## src/rtl/gdp_pkg.sv

```systemverilog
// gdp_pkg: shared GDP/sink constants and sink FSM state encodings
package gdp_pkg;
  localparam int GDP_WIDTH  = 8;
  localparam int BCD_DIGITS = 3;
  typedef enum logic [1:0] {IDLE = 2'd0, SHIFT = 2'd1, HOLD = 2'd2} state_t;
endpackage

```

## src/rtl/bcd_digit_adj.sv

```systemverilog
// bcd_digit_adj: double-dabble digit cell, adds 3 when the digit is 5 or more
//   d  - current BCD digit
//   q  - adjusted digit, ready to be shifted left
module bcd_digit_adj (
  input  logic [3:0] d,
  output logic [3:0] q
);
  assign q = d >= 4'd5 ? d + 4'd3 : d;
endmodule

```

## src/rtl/gdp_bcd_sink.sv

```systemverilog
// gdp_bcd_sink: captures run_sum on the rising edge of done and converts it to packed BCD
//   clock, reset_n     - clock and synchronous active-low reset
//   run_sum, done      - GDP running sum and its done/output-enable level
//   bcd_out, bcd_valid - packed BCD result (ones in [3:0]) and its valid flag
//   bcd_ready          - consumer accept; a transfer happens when valid and ready are both high
//   busy, overrun      - converting or holding a result; sticky dropped-capture flag
module gdp_bcd_sink
  import gdp_pkg::*;
#(
  parameter int WIDTH  = GDP_WIDTH,
  parameter int DIGITS = BCD_DIGITS
) (
  input  logic                clock,
  input  logic                reset_n,
  input  logic [WIDTH-1:0]    run_sum,
  input  logic                done,
  output logic [4*DIGITS-1:0] bcd_out,
  output logic                bcd_valid,
  input  logic                bcd_ready,
  output logic                busy,
  output logic                overrun
);
  localparam int CW = $clog2(WIDTH + 1);
  localparam logic [CW-1:0] LAST = CW'(WIDTH - 1);
  state_t                      state;
  logic                        done_q;
  logic [CW-1:0]               count;
  logic [WIDTH-1:0]            bin_reg;
  logic [4*DIGITS-1:0]         acc;
  logic [4*DIGITS-1:0]         adj;
  logic [4*DIGITS+WIDTH-1:0]   sh;
  logic                        rise;
  assign rise = done & ~done_q;
  for (genvar i = 0; i < DIGITS; i++) begin : g_adj
    bcd_digit_adj u_adj (.d(acc[4*i +: 4]), .q(adj[4*i +: 4]));
  end
  // Adjusted accumulator and remaining binary bits shift as one register.
  assign sh = {adj, bin_reg} << 1;
  always_ff @(posedge clock) begin
    if (!reset_n) begin
      state     <= IDLE;
      bcd_out   <= '0;
      bcd_valid <= 1'b0;
      busy      <= 1'b0;
      overrun   <= 1'b0;
      done_q    <= 1'b0;
      count     <= '0;
      bin_reg   <= '0;
      acc       <= '0;
    end else begin
      done_q <= done;
      case (state)
        IDLE: if (rise) begin
          bin_reg <= run_sum;
          acc     <= '0;
          count   <= '0;
          busy    <= 1'b1;
          state   <= SHIFT;
        end
        SHIFT: begin
          {acc, bin_reg} <= sh;
          count          <= count + 1'b1;
          if (rise) overrun <= 1'b1;
          if (count == LAST) begin
            bcd_out   <= sh[4*DIGITS+WIDTH-1:WIDTH];
            bcd_valid <= 1'b1;
            state     <= HOLD;
          end
        end
        HOLD: if (bcd_ready) begin
          bcd_valid <= 1'b0;
          // A rise coinciding with acceptance starts the next conversion directly.
          if (rise) begin
            bin_reg <= run_sum;
            acc     <= '0;
            count   <= '0;
            state   <= SHIFT;
          end else begin
            busy  <= 1'b0;
            state <= IDLE;
          end
        end else if (rise) overrun <= 1'b1;
        default: begin
          bcd_valid <= 1'b0;
          busy      <= 1'b0;
          state     <= IDLE;
        end
      endcase
    end
  end
endmodule

```

## config.mk

```make
export PLATFORM = sky130hd
export DESIGN_NAME = gdp_bcd_sink
export DESIGN_NICKNAME = d
export VERILOG_FILES = /design/src/rtl/gdp_pkg.sv /design/src/rtl/bcd_digit_adj.sv /design/src/rtl/gdp_bcd_sink.sv
export SDC_FILE = /design/constraint.sdc
export NUM_CORES = 1
export LEC_CHECK = 0
export CORE_UTILIZATION = 55
export CTS_BUF_LIST = sky130_fd_sc_hd__clkbuf_8
export CTS_CLUSTER_SIZE = 24
export DETAILED_ROUTE_END_ITERATION = 8
export GPL_TIMING_DRIVEN = 0
export PLACE_DENSITY_LB_ADDON = 0.1
export SLEW_MARGIN = 20
export SYNTH_ARGS = -nofsm -noshare
export SYNTH_HDL_FRONTEND = slang
export SYNTH_HIERARCHICAL = 1
export SYNTH_SLANG_ARGS = --single-unit
```

## constraint.sdc

```tcl
create_clock -name clock -period 1.67 [get_ports clock]
set_input_delay 0.334 -clock clock [delete_from_list [all_inputs] [get_ports clock]]
set_output_delay 0.334 -clock clock [all_outputs]
set_load 0.05 [all_outputs]
```

; Word level (Yosys, flattened, before mapping)
; Index checks and enable logic that the tools add are counted.
[op_classes]
add_sub_neg = 4
n_lt_le_gt_ge = 3
n_eq_ne = 8
mux = 27
n_bitwise = 4
reduce_logical = 9
[ops]
columns = op, count
row1 = 12-bit case mux with 3 select lines, 1
row2 = 12-bit 2-to-1 mux, 2
row3 = 8-bit case mux with 3 select lines, 1
row4 = 4-bit 2-to-1 mux, 4
row5 = 8-bit 2-to-1 mux, 2
row6 = "4-bit by 3-bit greater-or-equal comparator with 1-bit output, second input constant", 3
row7 = 4-bit case mux with 3 select lines, 1
row8 = "2-bit != test, second input constant", 5
row9 = "4-bit by 2-bit adder with 4-bit output, second input constant", 2
row10 = 1-bit 2-to-1 mux, 8
row11 = 2-bit 2-to-1 mux, 3
row12 = 1-bit case mux with 3 select lines, 2
row13 = 2-bit case mux with 3 select lines, 1
row14 = 2-bit AND reduction, 3
row15 = 3-bit AND reduction, 2
row16 = "4-bit by 1-bit adder with 4-bit output, second input constant", 1
row17 = "4-bit by 3-bit == test with 1-bit output, second input constant", 1
row18 = 4-bit AND reduction, 1
row19 = "3-bit by 2-bit adder with 3-bit output, second input constant", 1
row20 = 3-bit 2-to-1 mux, 1
row21 = 1-bit inverter, 3
row22 = 3-bit nonzero test, 1
row23 = "2-bit by 1-bit == test with 1-bit output, second input constant", 1
row24 = "2-bit == test, second input constant", 1
row25 = other kinds (4), 4
[totals]
ff_bits = 42
inputBits = 12
out_inout_bits = 15
wordCells = 64

; Logic depth before layout (Yosys ltp)
; Gate-level depths: netlist of run 1.
[depth]
ltp_word = 5
ltp_mapped = 7
ltp_nobuf = 7

; Hierarchy
; The synthesis of run 1 kept the hierarchy.
[modules_own_cells]
columns = module, n_inst, cells_each, area_each_um2, seq_area_each_um2
row1 = gdp_bcd_sink, 1, 220, 1951.9, 840.8
row2 = bcd_digit_adj, 3, 16, 101.3, 0.0

; Worst setup path before layout of run 1
; No wires, ideal clock.
[synth_timing]
path_type = register -> register
start = register acc[9]
end = register acc[10]
setup_time_ns = 0.070
arrival_time_ns = 1.330
required_time_ns = 1.600
setup_slack_ns = 0.270
stages_incl_launch_ff = 8
path_buffers = 0
period_less_slack_ns = 1.400
path_cell_list = dfxtp_1 -> inv_1 -> ha_1 -> nand2b_1 -> a21oi_2 -> mux2i_1 -> a32oi_1 -> a21oi_1
[synth_between]
elab_chain_len = 3
word_cells_on_any_way = 4
cone_classes = add/sub (1) / order compare (1) / mux (2)
[synth_rtl]
columns = element, line
row1 = from (decl), gdp_bcd_sink.sv:29  ; logic [4*DIGITS-1:0] acc;
row2 = from (signal assigned), gdp_bcd_sink.sv:61  ; {acc, bin_reg} <= sh;
row3 = 4-bit by 3-bit greater-or-equal comparator with 1-bit output / 3-bit by 2-bit adder with 3-bit output (equally long branches), bcd_digit_adj.sv:8  ; assign q = d >= 4'd5 ? d + 4'd3 : d;
row4 = 3-bit 2-to-1 mux (*), bcd_digit_adj.sv:8
row5 = named net adj[9], gdp_bcd_sink.sv:30  ; logic [4*DIGITS-1:0] adj;
row6 = 12-bit case mux with 3 select lines (*), gdp_bcd_sink.sv:52  ; case (state)
; The timed path passes the listed nets; every way through them passes the cells marked *.
; A chain may end at the register's enable or synchronous reset.

; Worst setup path after layout of run 1
[layout_timing]
start = register acc[5]
end = register acc[6]
[layout_between]
elab_chain_len = 3
word_cells_on_any_way = 4
cone_classes = add/sub (1) / order compare (1) / mux (2)
[layout_rtl]
columns = element, line
row1 = 4-bit by 2-bit adder with 4-bit output / 4-bit by 3-bit greater-or-equal comparator with 1-bit output (equally long branches), bcd_digit_adj.sv:8
row2 = 4-bit 2-to-1 mux (*), bcd_digit_adj.sv:8
row3 = named net adj[5], gdp_bcd_sink.sv:30
row4 = 12-bit case mux with 3 select lines (*), gdp_bcd_sink.sv:52
; Marked as above.

==> results of run 1 <==
## report_power, final
| group | internal [uW] | switching [uW] |
|---|---|---|
| registers | 1030 | 28.0 |
| logic | 107 | 159 |
| clock network | 276 | 333 |
| total | 1410 | 520 |
## through the flow
stage                     setup slack [ps]  hold slack (ps)  total power (uW)
after global routing                 -16.0              481              2030
after detailed placement              -266              450              1350
final                                  114              454              1930
after CTS                             38.2              461              1940
after global placement                -225              441              1350
after floorplan                        271              446              1260
## worst max path at each step
stage | from | cells past startpoint | slack (ps) | endpoint
CTS | reset_n | 5 | 40 | acc[9]$_SDFFE_PN0P_
floorplan | acc[5]$_SDFFE_PN0P_ | 7 | 270 | acc[6]$_SDFFE_PN0P_
global placement | reset_n | 5 | -230 | acc[5]$_SDFFE_PN0P_
finish | acc[5]$_SDFFE_PN0P_ | 7 | 110 | acc[6]$_SDFFE_PN0P_
detailed placement | reset_n | 5 | -270 | acc[9]$_SDFFE_PN0P_
global route | acc[0]$_SDFFE_PN0P_ | 7 | -20 | acc[1]$_SDFFE_PN0P_
## per-layer routing
metal  track usage, %  part of all wire (%)
met1             34.0                    47
met2             41.8                    47
met3             6.77                   4.9
met4             7.88                   1.1
met5                0                     0
## cells in the final DEF (no fill, tap or decap), types with 2 or more instances in the layout
cell type	count
a21oi_2	3
inv_1	10
dlygate4sd2_1	15
o21a_1	3
nand2_1	51
a31oi_1	8
clkbuf_8	5
clkbuf_1	7
a221o_1	6
buf_6	5
buf_2	4
nor3b_1	2
nor2b_1	8
clkdlybuf4s50_1	11
nor2_1	10
inv_2	2
ha_1	7
o21ai_0	4
or3_1	2
xnor2_1	3
nand2b_1	8
buf_4	3
a21oi_1	17
nand3_1	15
a32oi_1	13
o21ai_1	2
dfxtp_1	40
mux2i_1	16
## cell type report
type	instances	area [um2]
multi-input cells	193	1240
fillers	314	1140
flip-flops and latches	42	846
repair buffers	27	249
plain buffers	19	123
clock buffers	5	68.8
well taps	48	60.1
inverters	10	37.5
clock inverters	2	7.51
## repair_timing
action / in CTS / in global routing
endpoints found under the hold margin: 0 / 0
setup buffers: 0 / 1
gates resized for setup: 15 / 5
pin swaps: 0 / 2
setup endpoints to repair: 15 / 14
## worst min-delay path, stage by stage, from the launching register on
cell     delay (ps)
dfxtp_1         320
inv_1            50
a21oi_1          50
==> flow_summary.yaml, run 1 <==
worst_hold_path:
  min_from: "overrun$_SDFFE_PN0P_"
  holdPathStages: 2
  hold_path.class: "reg2reg"
  holdPathEnd: "overrun$_SDFFE_PN0P_"
final_layout:
  finish.instance_area_mm2: 0.00263
  drive_gt1_share_pct: 10.1
  layout.cells.non_filler: 346
  postLayoutCoreUtil_pct: 69.7
  nNetsFinal: 317
  area_growth_pct: 17.5
  n_antenna_cell: 0
flow_run:
  maxCapViolations: 0
routing:
  drc_errors: 0
  wl_per_cell_um: 14.6
  drt_wl_total_um: 5050
  num_vias: 1957
  drtIter0Drc: 162
  avgViaCountPerCell: 5.66
  firstDrtPassIters: 4
  drtAntennaViolNets: 0
pwr:
  powerDensity_mw_per_mm2: 736
  p_leak_uw: 0.00105
  ir_worst_vdd_uv: 682
worst_setup_path:
  critical_path_class: "reg2reg"
  crit_family: "compound AO/OA/AOI/OAI gates"
  crit_chain: "inv_1, ha_1, nand2b_1, a21oi_2, mux2i_1, a32oi_1, a21oi_1"
  endpoint_kind: "flop"
  critPathBufInv: 1
  regToRegStartpoint: "acc[5]$_SDFFE_PN0P_"
  r2r_cells: 7
  critical_path_required_ps: 1900
  max_stage_delay_ps: 370
  crit_path_max_fanout: 4
  arrival_ps: 1790
  cpMaxStageDelayCell: "dfxtp_1"
  setup.worst_path.start_class: "flop"
  r2r-end: "acc[6]$_SDFFE_PN0P_"
  reg2reg_slack_ps: 110
clock_tree:
  cts_hold_buf: 0
  cts_root_buf: "clkbuf_8"
  clockBufferDepth: 2
  clock_latency_ps: 300
  cts_tree: "yes"
  htreeDepth: 2
  cts.sinks: 42
  cts-buffers-inserted: 5
  clkTransAtPathRegs_ps: 80
run_status:
  status: "complete, no violations"
synthesis:
  synthCells: 264
  synth_nets: 283
  ys_warn_count: 6
  synth_area_per_cell_um2: 8.47
  syn_area_mm2: 0.00224
timing:
  final-max-slew-violation-count: 0
  relSlewSlack_pct: 63.7
  min_period_ps: 1560
  fin_skew_ps: 5.69
  setup_viol: 0
  grt_setup_unrepaired: "yes"
  max_freq_ghz: 0.642
  hold_violations: 0
  worstMarginPinSlew_ps: 545
  tns_ps: 0
  finalCritPeriodShare_pct: 93.2
floorplanning:
  io_pins: 27
  num_rows: 22
  die_h_um: 65.8
  die_w_um: 65.8
  coreArea_mm2: 0.00377
  dieArea_mm2: 0.00432
  initial_core_util_pct: 59.3
placement:
  portBuffers: 26
  gp_routability_congestion: 0.800
  hpwl_um: 3540
  place_inst: 338
  dpl_cell_area_mm2: 0.00256
grt:
  grt_max_degree: 12
  grt_use_total_pct: 26.1
  grt_pass1_wl_um: 8390
  overflow: 0
  first_global_vias: 1731
  antenna_found_initial: 0
(Power assumes the default switching activity.)
==> run 2, diff against run 1 <==
clock period = 1.83 ns   (was 1.67 ns; I/O delays follow)
==> run 2 against run 1 <==
  * Utilization grew 0.76 points
  * Non-clock buffer count fell by 1
  * Die area unchanged
  * Wire length increased by 0.71%
  * Hold slack gained 1.3 ps
  * Setup slack worse by 83 ps
  * Critical path depth down 6
  * Via count is 0.97% higher
  * Sequential cell count is the same
  * First-iteration DRC count down 4.9%
  * Cell count down 0.29%
  * Sequential share of layout area decreased by 0.54 points
  * Critical path type is now reg2out
  * Critical endpoint is now bcd_out[4]
==> flow_summary.yaml, run 2 (same netlist as run 1, synthesis figures left out) <==
worst_setup_path:
  endpoint_kind: "output pin"
  critical_path_class: "reg2out"
  regToRegStartpoint: "acc[5]$_SDFFE_PN0P_"
  r2r-end: "acc[6]$_SDFFE_PN0P_"
  critPathBufInv: 1
  setup.worst_path.start_class: "flop"
  r2r_cells: 7
  crit_path_max_fanout: 2
  crit_family: "buffers and inverters"
  arrival_ps: 1430
  critPathCapture: "bcd_out[4]"
  cp-startpoint: "bcd_out[4]$_SDFFE_PN0P_"
  critical_path_depth: 1
  critical_path_required_ps: 1460
  reg2reg_slack_ps: 220
  max_stage_delay_ps: 810
  crit_chain: "clkdlybuf4s50_1"
  cpMaxStageDelayCell: "clkdlybuf4s50_1"
placement:
  gp_routability_congestion: 0.800
  dp_slack_ps: -138
  portBuffers: 26
  dpl_cell_area_mm2: 0.00256
  hpwl_um: 3540
timing:
  min_period_ps: 1800
  relSlewSlack_pct: 63.4
  setup_viol: 0
  final-max-slew-violation-count: 0
  finalCritPeriodShare_pct: 98.3
  max_freq_ghz: 0.556
  grt_setup_unrepaired: "no"
  setup_ws_ps: 30.5
  hold_violations: 0
  worstMarginPinSlew_ps: 549
  tns_ps: 0
  fin_worst_hold_slack_ps: 456
  fin_skew_ps: 5.09
routing:
  drtIter0Drc: 154
  wl_per_cell_um: 14.7
  drtAntennaViolNets: 0
  drt_wl_total_um: 5080
  drc_errors: 0
  avgViaCountPerCell: 5.73
  firstDrtPassIters: 4
  num_vias: 1976
floorplanning:
  initial_core_util_pct: 59.3
  dieArea_mm2: 0.00432
  die_w_um: 65.8
  coreArea_mm2: 0.00377
  die_h_um: 65.8
  io_pins: 27
  num_rows: 22
grt:
  overflow: 0
  first_global_vias: 1731
  grt_pass1_wl_um: 8390
  grt_use_total_pct: 26.1
  antenna_found_initial: 0
  grt_max_degree: 12
clock_tree:
  cts_root_buf: "clkbuf_8"
  clkTransAtPathRegs_ps: 70
  clockBufferDepth: 2
  cts_setup_buffers: 0
  cts_tree: "yes"
  clock_latency_ps: 300
  cts_hold_buf: 0
  cts.sinks: 42
  cts-buffers-inserted: 5
  htreeDepth: 2
worst_hold_path:
  hold_path.class: "reg2reg"
  holdPathStages: 2
final_layout:
  drive_gt1_share_pct: 8.75
  final_cell_mix: "nand2_1, dfxtp_1, a21oi_1"
  nFillCells: 312
  ff_latch_area_um2: 841
  area_growth_pct: 18.8
  finish.instance_area_mm2: 0.00266
  multiInputGateArea_mm2: 0.00124
  n_antenna_cell: 0
  nNetsFinal: 316
  layout_commonest_cell: "nand2_1"
pwr:
  p_leak_uw: 0.00116
  ir_worst_vdd_uv: 623
  powerDensity_mw_per_mm2: 666
  fin_total_pwr_uw: 1770
flow_run:
  maxCapViolations: 0
run_status:
  status: "complete, no violations"
==> run 2: cell count changes in the layout (fill, tap and decap cells not counted), moves of 2 or more <==
cell | previous run | this run
dlymetal6s2s_1 | 0 | 10
dfxtp_1 | 40 | 42
dlygate4sd2_1 | 15 | 1
clkdlybuf4s50_1 | 11 | 15
==> run 2: per-layer routing <==
| metal | GRT usage (%) | share of wire [%] | vias up | wire, um |
|---|---|---|---|---|
| li1 | - | - | 1004 | - |
| met5 | 0 | 0 | - | 0 |
| met2 | 41.7 | 48 | 48 | 2420 |
| met3 | 6.77 | 5.5 | 4 | 280 |
| met1 | 34.1 | 46 | 920 | 2330 |
| met4 | 7.88 | 1.1 | 0 | 58 |
==> run 2: report_power, final <==
part           switching, uW  internal [uW]  total, uW
Clock                    306            252        557
Sequential              25.8            941        967
Combinational            145           98.2        244
Total                    477           1290       1770
==> run 2: cell type report <==
class / count / area share, %
multi-input cells: 193 / 46.5
flip-flops and latches: 42 / 31.7
repair buffers: 26 / 10.7
plain buffers: 19 / 4.57
clock buffers: 5 / 2.59
well taps: 48 / 2.26
inverters: 10 / 1.41
clock inverters: 2 / 0.283
==> run 2: timing repair <==
item,CTS,global route
resized for setup,1,10
setup endpoints to repair,1,10
cloned,0,0
==> run 2: worst register-to-register path, delay by kind of cell (launching register included) <==
family | cells | cell delay, ps
flip-flops | 1 | 370
AND/OR/NAND/NOR | 1 | 170
AO/OA/AOI/OAI | 3 | 460
buffers and inverters | 1 | 90
multiplexers | 1 | 280
adder cells (fa/ha/maj) | 1 | 170
==> run 2: worst min-delay path by stage <==
stage | startpoint | endpoint | slack (ps)
detailed placement | bcd_out[3]$_SDFFE_PN0P_ | bcd_out[3]$_SDFFE_PN0P_ | 450
global route | bcd_out[5]$_SDFFE_PN0P_ | bcd_out[5]$_SDFFE_PN0P_ | 480
finish | overrun$_SDFFE_PN0P_ | overrun$_SDFFE_PN0P_ | 460
floorplan | bin_reg[0]$_SDFFE_PN0P_ | bin_reg[1]$_SDFFE_PN0P_ | 450
global placement | overrun$_SDFFE_PN0P_ | overrun$_SDFFE_PN0P_ | 440
CTS | overrun$_SDFFE_PN0P_ | overrun$_SDFFE_PN0P_ | 460
==> run 2: stage by stage <==
step	util, %	cells
after floorplan	-	264
after global placement	67.8	338
after detailed placement	67.8	338
after CTS	69.8	345
after global routing	70.4	345
final	70.4	345
